--- src/rtl/mem_access_stage_pkg.sv ---
// Shared types for the memory-access stage: load/store kind, bus access size
// and the stage FSM states, plus small decode helpers.
package mem_access_stage_pkg;

    typedef enum logic [2:0] {
        LS_NONE    = 3'd0,
        LS_BTYE    = 3'd1,
        LS_BTYE_U  = 3'd2,
        LS_HALFW   = 3'd3,
        LS_HALFW_U = 3'd4,
        LS_WORD    = 3'd5
    } ls_t;

    typedef enum logic [2:0] {
        MSIZE1 = 3'd0,
        MSIZE2 = 3'd1,
        MSIZE4 = 3'd2
    } msize_t;

    typedef enum logic [1:0] {
        IDLE = 2'd0,
        REQ  = 2'd1,
        WAIT = 2'd2,
        DONE = 2'd3
    } mem_state_t;

    function automatic msize_t ls_size(ls_t ls);
        msize_t sz;
        case (ls)
            LS_HALFW, LS_HALFW_U: sz = MSIZE2;
            LS_WORD:              sz = MSIZE4;
            default:              sz = MSIZE1;
        endcase
        return sz;
    endfunction

    function automatic logic ls_misaligned(ls_t ls, logic [1:0] off);
        logic mis;
        case (ls)
            LS_HALFW, LS_HALFW_U: mis = off[0];
            LS_WORD:              mis = (off != 2'b00);
            default:              mis = 1'b0;
        endcase
        return mis;
    endfunction

endpackage

--- src/rtl/mem_access_stage_if.sv ---
// Data bus between the memory-access stage (master) and the memory side (slave).
interface mem_access_stage_if #(
    parameter int ADDR_W = 32
);
    logic              dreq_valid;
    logic [ADDR_W-1:0] dreq_addr;
    logic [2:0]        dreq_size;
    logic [3:0]        dreq_strobe;
    logic [ADDR_W-1:0] dreq_data;
    logic              dresp_addr_ok;
    logic              dresp_data_ok;
    logic [ADDR_W-1:0] dresp_data;

    modport master (
        output dreq_valid, dreq_addr, dreq_size, dreq_strobe, dreq_data,
        input  dresp_addr_ok, dresp_data_ok, dresp_data
    );

    modport slave (
        input  dreq_valid, dreq_addr, dreq_size, dreq_strobe, dreq_data,
        output dresp_addr_ok, dresp_data_ok, dresp_data
    );
endinterface

--- src/rtl/mem_lane_ext.sv ---
// Combinational load extractor: picks the byte/halfword lane out of a raw bus
// word and sign- or zero-extends it. Also usable by the write-back bypass.
module mem_lane_ext
    import mem_access_stage_pkg::*;
(
    input  logic [31:0] raw,
    input  logic [1:0]  off,
    input  ls_t         ls,
    output logic [31:0] ext
);
    logic [7:0]  b_lane;
    logic [15:0] h_lane;

    always_comb begin
        b_lane = 8'(raw >> {off, 3'b000});
        h_lane = 16'(raw >> {off[1], 4'b0000});
        case (ls)
            LS_BTYE:    ext = {{24{b_lane[7]}}, b_lane};
            LS_BTYE_U:  ext = {24'b0, b_lane};
            LS_HALFW:   ext = {{16{h_lane[15]}}, h_lane};
            LS_HALFW_U: ext = {16'b0, h_lane};
            default:    ext = raw;
        endcase
    end
endmodule

--- src/rtl/mem_access_stage.sv ---
// Single-entry memory-access stage: issues one data-bus request per load/store,
// aligns/extends load data and holds the result until downstream takes it.
module mem_access_stage
    import mem_access_stage_pkg::*;
#(
    parameter int ADDR_W = 32,
    parameter int REG_W  = 5
) (
    input  logic              clk,
    input  logic              resetn,

    input  logic              in_valid,
    output logic              in_ready,
    input  ls_t               in_ls_flag,
    input  logic              in_mem_write_en,
    input  logic              in_reg_write_en,
    input  logic [ADDR_W-1:0] in_addr,
    input  logic [ADDR_W-1:0] in_wdata,
    input  logic [REG_W-1:0]  in_rd,

    mem_access_stage_if.master dbus,

    output logic              out_valid,
    input  logic              out_ready,
    output logic [ADDR_W-1:0] out_data,
    output logic [REG_W-1:0]  out_rd,
    output logic              out_reg_write_en,
    output logic              out_addr_err
);
    // state | meaning
    // IDLE  | empty, accepting a new entry
    // REQ   | bus request driven, waiting for addr_ok
    // WAIT  | request accepted, waiting for data_ok
    // DONE  | result presented, waiting for out_ready
    mem_state_t        state_q, state_d;
    ls_t               ls_q, ls_d;
    msize_t            size_q, size_d;
    logic              store_q, store_d;
    logic              rwe_q, rwe_d;
    logic              err_q, err_d;
    logic [ADDR_W-1:0] addr_q, addr_d;
    logic [ADDR_W-1:0] sdata_q, sdata_d;
    logic [3:0]        strobe_q, strobe_d;
    logic [REG_W-1:0]  rd_q, rd_d;
    logic [ADDR_W-1:0] data_q, data_d;

    logic [31:0] load_ext;
    logic        mis;

    mem_lane_ext u_lane_ext (
        .raw (dbus.dresp_data),
        .off (addr_q[1:0]),
        .ls  (ls_q),
        .ext (load_ext)
    );

    always_comb begin
        state_d  = state_q;
        ls_d     = ls_q;
        size_d   = size_q;
        store_d  = store_q;
        rwe_d    = rwe_q;
        err_d    = err_q;
        addr_d   = addr_q;
        sdata_d  = sdata_q;
        strobe_d = strobe_q;
        rd_d     = rd_q;
        data_d   = data_q;
        mis      = ls_misaligned(in_ls_flag, in_addr[1:0]);

        case (state_q)
            IDLE: begin
                if (in_valid) begin
                    ls_d     = in_ls_flag;
                    size_d   = ls_size(in_ls_flag);
                    store_d  = in_mem_write_en && (in_ls_flag != LS_NONE);
                    rwe_d    = in_reg_write_en && !mis;
                    err_d    = mis;
                    addr_d   = in_addr;
                    rd_d     = in_rd;
                    data_d   = (in_ls_flag == LS_NONE) ? in_addr : '0;
                    strobe_d = 4'b0000;
                    sdata_d  = '0;
                    // Store data is replicated on every lane so the memory only needs the strobe.
                    if (store_d && !mis) begin
                        case (size_d)
                            MSIZE1: begin
                                strobe_d = 4'b0001 << in_addr[1:0];
                                sdata_d  = {4{in_wdata[7:0]}};
                            end
                            MSIZE2: begin
                                strobe_d = 4'b0011 << {in_addr[1], 1'b0};
                                sdata_d  = {2{in_wdata[15:0]}};
                            end
                            default: begin
                                strobe_d = 4'b1111;
                                sdata_d  = in_wdata;
                            end
                        endcase
                    end
                    state_d = ((in_ls_flag == LS_NONE) || mis) ? DONE : REQ;
                end
            end
            REQ: begin
                if (dbus.dresp_addr_ok) begin
                    if (dbus.dresp_data_ok) begin
                        data_d  = store_q ? '0 : load_ext;
                        state_d = DONE;
                    end else begin
                        state_d = WAIT;
                    end
                end
            end
            WAIT: begin
                if (dbus.dresp_data_ok) begin
                    data_d  = store_q ? '0 : load_ext;
                    state_d = DONE;
                end
            end
            DONE: begin
                if (out_ready) state_d = IDLE;
            end
            default: state_d = IDLE;
        endcase
    end

    always_ff @(posedge clk or negedge resetn) begin
        if (!resetn) begin
            state_q  <= IDLE;
            ls_q     <= LS_NONE;
            size_q   <= MSIZE1;
            store_q  <= 1'b0;
            rwe_q    <= 1'b0;
            err_q    <= 1'b0;
            addr_q   <= '0;
            sdata_q  <= '0;
            strobe_q <= 4'b0000;
            rd_q     <= '0;
            data_q   <= '0;
        end else begin
            state_q  <= state_d;
            ls_q     <= ls_d;
            size_q   <= size_d;
            store_q  <= store_d;
            rwe_q    <= rwe_d;
            err_q    <= err_d;
            addr_q   <= addr_d;
            sdata_q  <= sdata_d;
            strobe_q <= strobe_d;
            rd_q     <= rd_d;
            data_q   <= data_d;
        end
    end

    assign in_ready         = (state_q == IDLE);
    assign dbus.dreq_valid  = (state_q == REQ);
    assign dbus.dreq_addr   = addr_q;
    assign dbus.dreq_size   = size_q;
    assign dbus.dreq_strobe = strobe_q;
    assign dbus.dreq_data   = sdata_q;
    assign out_valid        = (state_q == DONE);
    assign out_data         = data_q;
    assign out_rd           = rd_q;
    assign out_reg_write_en = rwe_q;
    assign out_addr_err     = err_q;

endmodule
--- src/flat_wrapper.sv ---
// flat-port wrapper written by rule: the top's interface ports become plain ports
module mem_access_stage_flat import mem_access_stage_pkg::*;
#(
    parameter int ADDR_W = 32,
    parameter int REG_W  = 5
)
  (clk, resetn, in_valid, in_ready, in_ls_flag, in_mem_write_en, in_reg_write_en, in_addr, in_wdata, in_rd, out_valid, out_ready, out_data, out_rd, out_reg_write_en, out_addr_err, dbus_dreq_valid, dbus_dreq_addr, dbus_dreq_size, dbus_dreq_strobe, dbus_dreq_data, dbus_dresp_addr_ok, dbus_dresp_data_ok, dbus_dresp_data);
  mem_access_stage_if #(.ADDR_W(ADDR_W)) dbus_i ();
  input  logic clk;
  input  logic resetn;
  input  logic in_valid;
  output logic in_ready;
  input  ls_t in_ls_flag;
  input  logic in_mem_write_en;
  input  logic in_reg_write_en;
  input  logic [ADDR_W-1:0] in_addr;
  input  logic [ADDR_W-1:0] in_wdata;
  input  logic [REG_W-1:0] in_rd;
  output logic out_valid;
  input  logic out_ready;
  output logic [ADDR_W-1:0] out_data;
  output logic [REG_W-1:0] out_rd;
  output logic out_reg_write_en;
  output logic out_addr_err;
  output wire logic [$bits(dbus_i.dreq_valid)-1:0] dbus_dreq_valid;
  output wire logic [$bits(dbus_i.dreq_addr)-1:0] dbus_dreq_addr;
  output wire logic [$bits(dbus_i.dreq_size)-1:0] dbus_dreq_size;
  output wire logic [$bits(dbus_i.dreq_strobe)-1:0] dbus_dreq_strobe;
  output wire logic [$bits(dbus_i.dreq_data)-1:0] dbus_dreq_data;
  input wire logic [$bits(dbus_i.dresp_addr_ok)-1:0] dbus_dresp_addr_ok;
  input wire logic [$bits(dbus_i.dresp_data_ok)-1:0] dbus_dresp_data_ok;
  input wire logic [$bits(dbus_i.dresp_data)-1:0] dbus_dresp_data;
  assign dbus_dreq_valid = dbus_i.dreq_valid;
  assign dbus_dreq_addr = dbus_i.dreq_addr;
  assign dbus_dreq_size = dbus_i.dreq_size;
  assign dbus_dreq_strobe = dbus_i.dreq_strobe;
  assign dbus_dreq_data = dbus_i.dreq_data;
  assign dbus_i.dresp_addr_ok = dbus_dresp_addr_ok;
  assign dbus_i.dresp_data_ok = dbus_dresp_data_ok;
  assign dbus_i.dresp_data = dbus_dresp_data;
  mem_access_stage #(.ADDR_W(ADDR_W), .REG_W(REG_W)) u_core (.clk(clk), .resetn(resetn), .in_valid(in_valid), .in_ready(in_ready), .in_ls_flag(in_ls_flag), .in_mem_write_en(in_mem_write_en), .in_reg_write_en(in_reg_write_en), .in_addr(in_addr), .in_wdata(in_wdata), .in_rd(in_rd), .dbus(dbus_i), .out_valid(out_valid), .out_ready(out_ready), .out_data(out_data), .out_rd(out_rd), .out_reg_write_en(out_reg_write_en), .out_addr_err(out_addr_err));
endmodule
--- config.mk ---
export PLATFORM = sky130hd
export DESIGN_NAME = mem_access_stage_flat
export DESIGN_NICKNAME = d
export VERILOG_FILES = /design/src/rtl/mem_access_stage_pkg.sv /design/src/rtl/mem_access_stage_if.sv /design/src/rtl/mem_lane_ext.sv /design/src/rtl/mem_access_stage.sv /design/src/flat_wrapper.sv
export SDC_FILE = /design/constraint.sdc
export NUM_CORES = 1
export LEC_CHECK = 0
export ABC_AREA = 1
export BUFFER_PORTS_ARGS = -buffer_cell sky130_fd_sc_hd__buf_2
export CAP_MARGIN = 25
export CORE_ASPECT_RATIO = 1.75
export CORE_MARGIN = 3
export CORE_UTILIZATION = 42
export CTS_CLUSTER_SIZE = 14
export DETAILED_ROUTE_END_ITERATION = 7
export PLACE_DENSITY = 0.67
export SETUP_SLACK_MARGIN = 0.4
export SYNTH_ARGS = -nofsm -noshare
export SYNTH_HDL_FRONTEND = slang
export SYNTH_SLANG_ARGS = --single-unit
--- constraint.sdc ---
create_clock -name clk -period 3.1 [get_ports clk]
set_input_delay 0.31 -clock clk [delete_from_list [all_inputs] [get_ports clk]]
set_output_delay 0.31 -clock clk [all_outputs]
set_load 0.02 [all_outputs]
Word-level counts from Yosys, hierarchy flattened
Cells that the tools add are included.
{ "word_totals": {"reg_bits": 116, "output_inout_bits": 113} }
{ "op_classes": {"eq_ne": 15, "shifts": 4, "muxes": 22, "reduce_logical": 15} }
{ "ops": {"columns": ["cell", "count"], "rows": [
  ["$mux W32", 6],
  ["$pmux W32 S4", 1],
  ["$pmux W32 S3", 1],
  ["$pmux W32 S2", 1],
  ["$shr A32 B5 Y16", 1],
  ["$shr A32 B5 Y8", 1],
  ["$mux W2", 5],
  ["$eq A3 B2 Y1 const B", 3],
  ["$eq A3 B3 Y1 const B", 3],
  ["$pmux W2 S4", 1],
  ["$pmux W4 S2", 1],
  ["$eq A3 B1 Y1 const B", 2],
  ["$logic_not A3 Y1", 2],
  ["$mux W3", 2],
  ["$reduce_bool A3 Y1", 2],
  ["$eq A2 B2 Y1 const B", 2],
  ["$mux W4", 1],
  ["$ne A2 B1 Y1 const B", 2],
  ["$ne A2 B2 Y1 const B", 2],
  ["$pmux W2 S2", 1],
  ["$reduce_and A4 Y1", 1],
  ["$shl A1 B2 Y4 const A", 1],
  ["$shl A2 B2 Y4 const A", 1],
  ["$logic_and A1 B1 Y1", 3],
  ["other kinds (10)", 10]
]} }

Logic depth before layout (Yosys ltp)
Gate-level depths: netlist of run 1.
{ "depth": {"depth_word": 8, "depth_mapped": 10} }

Modules after synthesis
From an unflattened synthesis of run 1, not the netlist that was laid out.
{ "hier_totals": {"cells_unflattened": 902, "area_unflattened_um2": 6357.3} }
{ "modules_own_cells": {"columns": ["mod", "instances", "cells_each", "area_each_um2"], "rows": [
  ["mem_access_stage", 1, 670, 5283.8],
  ["mem_lane_ext", 1, 232, 1073.5]
]} }

Worst setup path before layout of run 1
OpenSTA, ideal clock, no wires.
{ "synth_path": {"kind": "register to register", "start": "register u_core.state_q[0]", "end": "register u_core.data_q[23], in the netlist u_core.out_data[23]", "arrival_ps": 1617, "required_time_ps": 2980, "slack_ps": 1363, "stages_incl_launch_ff": 10, "n_path_buf": 1, "cell_sequence": "dfrtp_1 > inv_1 > ha_1 > inv_1 > o22ai_1 > nor2_2 > clkbuf_1 > o21ai_0 > inv_1 > a21oi_2"} }
{ "synth_between": {"elab_chain_cells": 3} }
{ "synth_lines": {"columns": ["element", "line", "rtl"], "rows": [
  ["start: declaration", "mem_access_stage.sv:35", "mem_state_t state_q, state_d;"],
  ["start signal: assignment", "mem_access_stage.sv:141", "state_q <= state_d;"],
  ["$logic_not A2 Y1 *", null, null],
  ["named net in_ready", "flat_wrapper.sv:12", "output logic in_ready;"],
  ["$ne A2 B2 Y1 (no source line) / $reduce_bool A3 Y1 (equally long branches)", null, null],
  ["$reduce_and A3 Y1 (no source line)", null, null],
  ["end signal: assignment", "mem_access_stage.sv:151", "data_q <= data_d;"],
  ["end: declaration", "mem_access_stage.sv:45", "logic [ADDR_W-1:0] data_q, data_d;"]
]} }
Mark *: on every way through the listed nets, which the timed path passes. The rest lies on a longest branch.
A chain may end at the register's enable or synchronous reset.

Final worst setup path of run 1
{ "layout_path": {"start": "register u_core.state_q[0]", "end": "register u_core.data_q[9], in the netlist u_core.out_data[9]"} }
{ "layout_between": {"elab_chain_cells": 3} }
{ "layout_lines": {"columns": ["element", "line", "rtl"], "rows": [
  ["$eq A2 B1 Y1, or another cell as far along", "mem_access_stage.sv:71", "case (state_q)"],
  ["$ne A2 B1 Y1 (no source line), or another cell as far along", null, null],
  ["$reduce_and A3 Y1 (no source line)", null, null]
]} }
Parallel ways exist; a longest one is shown, timed or not.

==> results of run 1 <==
==> registers in the layout (all words and copies together), names as in the netlist <==
signal and flops:
u_core.out_data 32, u_core.ls_q 3, u_core.dbus.dreq_addr 32, u_core.store_q 1, u_core.out_reg_write_en 1, u_core.dbus.dreq_size 2, u_core.dbus.dreq_strobe 4, u_core.out_rd 5
u_core.dbus.dreq_data 32, u_core.state_q 2, u_core.out_addr_err 1
==> path summary, 6_finish.rpt <==
| path | from | to | slack, ps | cells past startpoint |
|---|---|---|---|---|
| worst min register to register | u_core.dbus.dreq_data[26] | u_core.dbus.dreq_data[26] | 470 | 2 |
| max in group asynchronous | resetn | u_core.dbus.dreq_addr[30] | 2370 | 2 |
| worst min-delay path | resetn | u_core.dbus.dreq_addr[6] | -20 | 1 |
| worst max-delay path | u_core.state_q[0] | u_core.out_data[9] | 980 | 9 |
| min in group clk | in_rd[0] | u_core.out_rd[0] | 100 | 3 |
| worst max register to register | u_core.state_q[0] | u_core.out_data[9] | 980 | 9 |
==> per-layer routing <==
layer,part of all wire (%),wire [microns],global-route usage [%]
met5,0,0,0
met4,3.7,711,10.46
met3,5.9,1139,5.168
met2,54,10460,40.98
met1,36,7043,25.67
==> worst register-to-register path, delay by kind of cell, from the launching register on <==
family | cells | cell delay [ps]
compound gates | 3 | 290
fa+ha+maj | 1 | 360
simple gates | 1 | 430
buf+inv | 4 | 540
flops | 1 | 390
==> through the flow <==
step | hold slack, ps | util [%] | cells | power, mW
2_1_floorplan | 14.41 | - | 841 | 6.799
3_3_place_gp | 450.7 | 50.91 | 1214 | 8.104
3_5_place_dp | 456.2 | 50.91 | 1214 | 8.193
4_1_cts | 10.27 | 55.29 | 1246 | 10.42
5_1_grt | 39.74 | 55.29 | 1246 | 11.06
6_report | -15.47 | 55.29 | 1246 | 10.32
==> kinds of logic (layout without fill, tap and decap cells) <==
group                    Yosys count  in the layout  synth area share, %
buffers and inverters            173            395                11.96
adder cells (fa/ha/maj)            6              6                1.165
other                              1              1              0.05821
flip-flops                       115            115                44.67
AND/OR/NAND/NOR                  334            334                21.79
AO/OA/AOI/OAI                    212            212                20.35
==> report_power, final <==
group | leakage [nW] | internal (mW) | switching (mW)
Clock | 0.312 | 1.44 | 0.751
Sequential | 1.45 | 2.22 | 0.439
Combinational | 2.77 | 1.79 | 3.68
Total | 4.53 | 5.45 | 4.87
==> placed cells by master (no fill, tap or decap) <==
cell type,count
o21ai_0,101
clkinvlp_4,2
nand3_2,4
buf_4,9
nand2_1,195
o21bai_1,3
nor2_8,1
nand4_1,1
conb_1,1
a21oi_1,21
o21ai_4,1
o22ai_1,2
o21ai_2,1
nor2_1,76
clkinv_4,3
dfrtp_1,115
inv_1,119
bufinv_16,5
inv_4,1
inv_2,8
a21oi_2,60
ha_1,6
nand2_4,3
nand3_1,45
clkbuf_16,17
nor2_2,1
nor3_2,1
nand2_2,5
clkbuf_1,1
nor2_4,1
clkinv_1,1
buf_12,2
nand3_4,1
o21ai_1,23
buf_2,222
inv_6,5
==> final cells by class <==
class / count / area share, %
clock buffers: 18 / 5.180
clock inverters: 14 / 2.733
inverters: 130 / 5.980
multi-input cells: 553 / 33.90
flip-flops and latches: 115 / 34.73
well taps: 183 / 2.764
repair buffers: 233 / 14.71
==> synthesized netlist by cell type (2+ instances only) <==
cell type | count | area (sq um)
o21ai_0 | 101 | 505.5
o21bai_1 | 3 | 22.52
nand2_1 | 197 | 739.5
buf_12 | 3 | 60.06
inv_1 | 119 | 446.7
nor2_2 | 2 | 12.51
nand3_1 | 45 | 225.2
nand2_2 | 4 | 25.02
ha_1 | 6 | 75.07
buf_4 | 4 | 30.03
o22ai_1 | 2 | 12.51
o21ai_1 | 23 | 115.1
nand3_2 | 4 | 40.04
nor2_1 | 76 | 285.3
buf_2 | 7 | 35.03
dfrtp_1 | 115 | 2878
a21oi_1 | 21 | 105.1
a21oi_2 | 60 | 525.5
buf_6 | 4 | 45.04
nand2_4 | 2 | 22.52
buf_1 | 3 | 11.26
inv_2 | 8 | 30.03
clkbuf_1 | 21 | 78.83
==> results.json, run 1 <==
{
  "place_area_sq_um": 7630,
  "worst_pin_slew_ps": 957.3,
  "final_max_slew_viol_count": 0,
  "maxSlewHeadroom_pct": 35.95,
  "die_y_microns": 169.8,
  "cp_data_arrival_time_ps": 2410,
  "hpwl_microns": 14650,
  "clk_latency_ps": 410,
  "power_density_nw_per_um2": 1246,
  "p_leak_nw": 4.535,
  "dr.pass1.iters": 5,
  "core_area_sq_um": 14990,
  "stdcell_area_sq_um": 8285,
  "cp_max_fo": 44,
  "cts_hold_buf": 0,
  "cts_setup_buffers": 0,
  "cts_buffers": 17,
  "peakVddDrop_v": 0.0004789,
  "async_flop_share_pct": 100.0,
  "setup_viol": 0,
  "multi_input_area_sq_um": 2809,
  "synth_warnings": 0,
  "yosysSeqAreaShare_pct": 44.67,
  "setup_ws_ps": 980.3,
  "clk_pin_slew_ps": 60,
  "path_class": "reg -> reg",
  "grt_start_max_net_pins": 69,
  "die_w_microns": 99.62,
  "synthesis.area_sq_um": 6442,
  "syn_nets": 959,
  "status": "finished, violations left",
  "dp_slack_ps": 972.3,
  "timing.final.hold_violations": 14,
  "holdWs_ps": -15.47,
  "max_freq_mhz": 471.8,
  "post_cts_resized": 0,
  "rsz0062_at_grt": "no",
  "portBuffers": 223,
  "cts_tree": "built",
  "grt_pass1_vias": 5756,
  "path_buf_inv": 4,
  "crit_path_start_kind": "flip-flop",
  "fin_crit_sh_pct": 68.38,
  "violations": "negative hold slack",
  "cp-end-kind": "flip-flop",
  "drt_iter0_markers": 266,
  "place_congestion": 0.8516,
  "pin_count": 225,
  "num_rows": 59,
  "vias": 6156,
  "synth_edf_count": 0,
  "die-area_sq_um": 16920,
  "area_delta_synth_final_pct": 28.61,
  "syn_avg_cell_area_sq_um": 7.660,
  "fill_cells": 1456,
  "syn-instance-count": 841,
  "finalClockSkew_ps": 8.388,
  "start_util_pct": 42.99,
  "path_cells": "inv_1 -> ha_1 -> clkinv_1 -> o21bai_1 -> nor2_4 -> buf_12 -> o21ai_0 -> inv_1 -> a21oi_2",
  "ant_nets": 0,
  "crit_family": "buffers and inverters",
  "maxCapViolations": 0,
  "final_nets": 1168,
  "crit_top_cell": "inv_1",
  "slowest_stage": "nor2_4",
  "crit_path_max_incr_delay_ps": 430,
  "ys_seq_elements": 115,
  "regArea_sq_um": 2878,
  "holdCritPathClass": "in -> async",
  "diodes": 0,
  "drive_gt1_share_pct": 33.21,
  "grt_pass1_wl_microns": 30170,
  "antenna_found_initial": 0,
  "netlist-cell-type-count": 34,
  "cts_buffer_depth": 2,
  "fin_tns_setup_ps": 0,
  "clock-sinks": 115,
  "gr-total-overflow": 0,
  "cts_root_buffer": "clkbuf_16",
  "worst-endpoint-required_ps": 3390,
  "routedWlPerCell_microns": 15.53,
  "cts-htree-levels": 4,
  "synthFlopType": "dfrtp_1",
  "vias_per_cell": 4.941,
  "routed_wl_microns": 19350,
  "fin_crit_ps": 2120,
  "grt_usage_pct": 22.93,
  "drc": 0
}
No activity file was read; power rests on OpenSTA's default activity.
==> run 2: changes to the inputs <==
Settings changed: PLACE_DENSITY 0.67 to 0.7.
Clock period 3.1 ns to 1.9 ns, I/O delays scaled along.
==> results.json, run 2 (synthesis results as in run 1) <==
{
  "holdCritPathClass": "in -> reg",
  "p_total_mw": 18.62,
  "fill_cells": 1417,
  "grt_util_met1_pct": 26.85,
  "place_congestion": 0.9271,
  "most-common-layout-cells": "buf_2 (220), nand2_1 (193), inv_1 (116)",
  "power_density_nw_per_um2": 2086,
  "drc": 0,
  "drt_iter0_markers": 306,
  "dr.pass1.iters": 8,
  "dp_slack_ps": 147.1,
  "switchingPower_mw": 8.980,
  "worst-endpoint-required_ps": 2190,
  "rsz0062_at_grt": "yes",
  "grtUsageMet3_pct": 5.783,
  "max_freq_mhz": 602.7,
  "crit_path_start_kind": "flip-flop",
  "finalClockSkew_ps": 10.72,
  "drive_gt1_share_pct": 38.35,
  "fin_tns_setup_ps": 0,
  "setup_viol": 0,
  "cts_root_buffer": "clkbuf_16",
  "vias_per_cell": 5.089,
  "ant_nets": 0,
  "switching_share_pct": 48.23,
  "num_rows": 59,
  "peakVddDrop_v": 0.0008301,
  "vias": 6550,
  "final_nets": 1208,
  "setup_ws_ps": 240.8,
  "fin_crit_sh_pct": 87.33,
  "pin_count": 225,
  "p_leak_nw": 4.789,
  "cts_tree": "built",
  "p_seq_share_pct": 23.4,
  "grt_pass1_vias": 6487,
  "layout_commonest_cell": "buf_2",
  "grt_pass1_wl_microns": 33660,
  "fin_crit_ps": 1659,
  "timing.final.hold_violations": 0,
  "hpwl_microns": 14920,
  "comb_power_share_pct": 59.8,
  "status": "completed",
  "gr-usage-met2_pct": 47.39,
  "grt.busiest_layer": "met2",
  "placed_cells": 1218,
  "final_util_pct": 59.57,
  "routed_wl_microns": 22100,
  "die_y_microns": 169.8,
  "cts_buffer_depth": 2,
  "clk_latency_ps": 410,
  "die-area_sq_um": 16920,
  "cp_data_arrival_time_ps": 1950,
  "cts_buffers": 17,
  "start_util_pct": 42.99,
  "final_cell_count_no_fill": 1287,
  "p_int_mw": 9.641,
  "clk_pin_slew_ps": 60,
  "antenna_found_initial": 0,
  "cts-htree-levels": 4,
  "p_clk_share_pct": 16.8,
  "die_w_microns": 99.62,
  "core_area_sq_um": 14990,
  "grt_start_max_net_pins": 52,
  "clock-sinks": 115,
  "gr-total-overflow": 0,
  "cp-end-kind": "flip-flop",
  "path_class": "reg -> reg",
  "grt_usage_pct": 25.41,
  "final_max_slew_viol_count": 0,
  "maxCapViolations": 0,
  "area_delta_synth_final_pct": 38.57,
  "routedWlPerCell_microns": 17.17,
  "cp_max_fo": 8,
  "portBuffers": 223
}
==> run 2: final timing paths <==
path                                            from                   endpoint  slack, ps  cells past startpoint
setup / recovery                   u_core.state_q[1]        u_core.out_data[29]        240                      9
hold / removal                           in_wdata[7]   u_core.dbus.dreq_data[7]         50                      3
setup reg to reg                   u_core.state_q[1]        u_core.out_data[29]        240                      9
hold reg to reg            u_core.dbus.dreq_data[28]  u_core.dbus.dreq_data[28]        480                      2
max in group asynchronous                     resetn          u_core.state_q[1]       1080                      3
min in group asynchronous                     resetn   u_core.dbus.dreq_addr[8]        210                      2
==> run 2: per-layer routing <==
layer  part of all wire, %  vias up
met5                     0        -
met4                   4.1        0
met3                   6.3       62
met2                    55      277
met1                    35     3059
li1                      -     3152
==> run 2: what timing repair did <==
item                                   4_1_cts  5_1_grt
gates cloned                                 7        5
setup endpoints to repair                  106      104
buffers inserted                             8        9
gates resized for setup                     28       25
endpoints found under the hold margin       23        0
pin swaps                                    5        3
hold buffers                                 7        0
==> run 2: layout make-up <==
cell class	count	area (sq um)	share of cell area, %
Clock inverter	15	146.4	1.640
Timing Repair Buffer	268	1743	19.52
Sequential cell	115	2883	32.29
Multi-Input combinational cell	558	2995	33.55
Inverter	130	503.0	5.634
Antenna cell	1	2.502	0.02803
Tap cell	183	229.0	2.565
Clock buffer	17	425.4	4.765
==> run 2: power by group through the flow <==
| stage | combinational (mW) | sequential (mW) | clock [mW] |
|---|---|---|---|
| finish | 11.1 | 4.36 | 3.13 |
| global route | 12.0 | 4.50 | 3.28 |
| CTS | 10.5 | 4.34 | 3.18 |
| detailed placement | 9.33 | 4.34 | 0 |
| global placement | 9.18 | 4.32 | 0 |
| floorplan | 5.83 | 5.59 | 0 |
==> run 2: critical path, stage by stage (launching register included) <==
cell and delay, ps:
dfrtp_2 410, inv_2 120, ha_4 200, inv_1 80
o22ai_4 190, nor2_4 70, buf_12 150, clkbuf_16 170
nor2_1 120, a21oi_2 40
==> run 2: per-stage QoR <==
stage	instance area, sq um	hold WS (ps)
after global placement	7745	96.32
after floorplan	6545	-105.6
after global routing	8925	53.25
after CTS	8703	42.11
after detailed placement	7745	94.31
final	8927	52.52
==> run 3: changes to the inputs <==
Settings changed: BUFFER_PORTS_ARGS -buffer_cell sky130_fd_sc_hd__buf_2 to -buffer_cell sky130_fd_sc_hd__clkbuf_2, CELL_PAD_IN_SITES_DETAIL_PLACEMENT set to 2, CELL_PAD_IN_SITES_GLOBAL_PLACEMENT set to 2, CORE_UTILIZATION 42 to 25, PLACE_DENSITY 0.7 to 0.75.
==> results.json, run 3 (synthesis results as in run 1) <==
{
  "path_class": "reg -> reg",
  "area_delta_synth_final_pct": 47.93,
  "vias": 6790,
  "gr-total-overflow": 0,
  "fin_crit_ps": 1767,
  "p_total_mw": 20.51,
  "hpwl_microns": 19680,
  "worst_pin_slew_ps": 723.8,
  "routedWlPerCell_microns": 20.35,
  "cts_buffers": 17,
  "grt_usage_pct": 20.53,
  "cts_root_buffer": "clkbuf_16",
  "finalClockSkew_ps": 11.43,
  "fin_crit_sh_pct": 93.01,
  "max_freq_mhz": 565.9,
  "pin_count": 225,
  "ant_nets": 0,
  "final_cell_count_no_fill": 1438,
  "dr.pass1.iters": 4,
  "worst-endpoint-required_ps": 2270,
  "maxSlewHeadroom_pct": 51.75,
  "clk_pin_slew_ps": 60,
  "drc": 0,
  "critPathLaunch": "u_core.state_q[0]",
  "die_y_microns": 218.4,
  "routed_wl_microns": 29260,
  "rrSetupSlack_ps": 130,
  "timing.final.hold_violations": 0,
  "die_w_microns": 127.4,
  "maxCapViolations": 0,
  "grt_start_max_net_pins": 116,
  "drive_gt1_share_pct": 41.47,
  "cp_data_arrival_time_ps": 2130,
  "status": "completed",
  "final_nets": 1224,
  "placed_cells": 1356,
  "clk_latency_ps": 440,
  "portBuffers": 223,
  "num_rows": 77,
  "clock-sinks": 115,
  "holdWs_ps": 26.12,
  "antenna_found_initial": 2,
  "cp-end-kind": "flip-flop",
  "rsz0062_at_grt": "yes",
  "drt_iter0_markers": 215,
  "final_max_slew_viol_count": 0,
  "peakVddDrop_v": 0.0006169,
  "cts_buffer_depth": 2,
  "crit_path_start_kind": "flip-flop",
  "vias_per_cell": 4.722,
  "hp-start": "in_addr[20]",
  "cts-htree-levels": 4,
  "cp_max_fo": 8,
  "cts_tree": "built",
  "most-common-layout-cells": "clkbuf_2 (220), nand2_1 (193), dfrtp_1 (111)",
  "place_congestion": 0.8050,
  "holdCritPathClass": "in -> reg",
  "p_leak_nw": 4.983,
  "layout_commonest_cell": "clkbuf_2",
  "core_area_sq_um": 25340,
  "start_util_pct": 25.43,
  "rr_startpoint": "u_core.state_q[0]",
  "final_util_pct": 37.61,
  "setup_viol": 0,
  "power_density_nw_per_um2": 2152,
  "grt_pass1_vias": 7569,
  "grt_pass1_wl_microns": 43550,
  "die-area_sq_um": 27810
}
[run 3: through the flow]
step / worst slack, ps / setup TNS [ps] / cell area [sq um]
6_report: 132.9 / 0 / 9530
2_1_floorplan: 366.2 / 0 / 6545
3_5_place_dp: -50.38 / -194.5 / 7961
5_1_grt: 56.65 / 0 / 9528
4_1_cts: 196.4 / 0 / 9208
3_3_place_gp: 87.83 / 0 / 7961
[run 3: where the power goes]
group	total, mW	switching [mW]	internal (mW)
registers	4.47	0.826	3.64
clock network	3.47	1.30	2.17
logic	12.6	7.65	4.93
[run 3: path summary, 6_finish.rpt]
check                      cells past startpoint                        end
max in group asynchronous                      3          u_core.state_q[0]
min reg2reg                                    2  u_core.dbus.dreq_data[26]
max reg2reg                                   10        u_core.out_data[11]
max                                           10        u_core.out_data[11]
min in group asynchronous                      3   u_core.dbus.dreq_addr[6]
min                                            3  u_core.dbus.dreq_addr[20]
[run 3: final cells by class]
type | count | area [sq um]
sequential | 115 | 2883
clock buffer | 20 | 466.7
tap | 316 | 395.4
multi-input combinational | 557 | 3113
inverter | 130 | 503.0
timing repair buffer | 285 | 2008
antenna | 3 | 7.507
clock inverter | 12 | 153.9
fill | 2945 | 15810
[run 3: routing by layer]
layer  vias up  part of all wire [%]  global-route usage, %
li1       3195                     -                      -
met3        54                   4.1                  4.231
met1      3366                    34                  20.31
met2       175                    58                  40.26
met4         0                   4.0                  8.733
met5         -                     0                      0
[run 3: repair_timing]
action                                  CTS  global route
endpoints found under the setup margin  118           117
hold endpoints to repair                126             0
resized for setup                        51            57
hold buffers                             12             0
pin swaps                                 9            17
setup buffers                            17             5
gates cloned                              8             5
[run 3: critical path, cell delays in order (launching register included)]
cell,delay (ps)
dfrtp_2,440
inv_2,100
ha_4,150
inv_2,50
o22ai_4,230
nor2_4,100
buf_12,170
clkbuf_16,160
o21ai_1,100
inv_1,80
a21oi_2,130
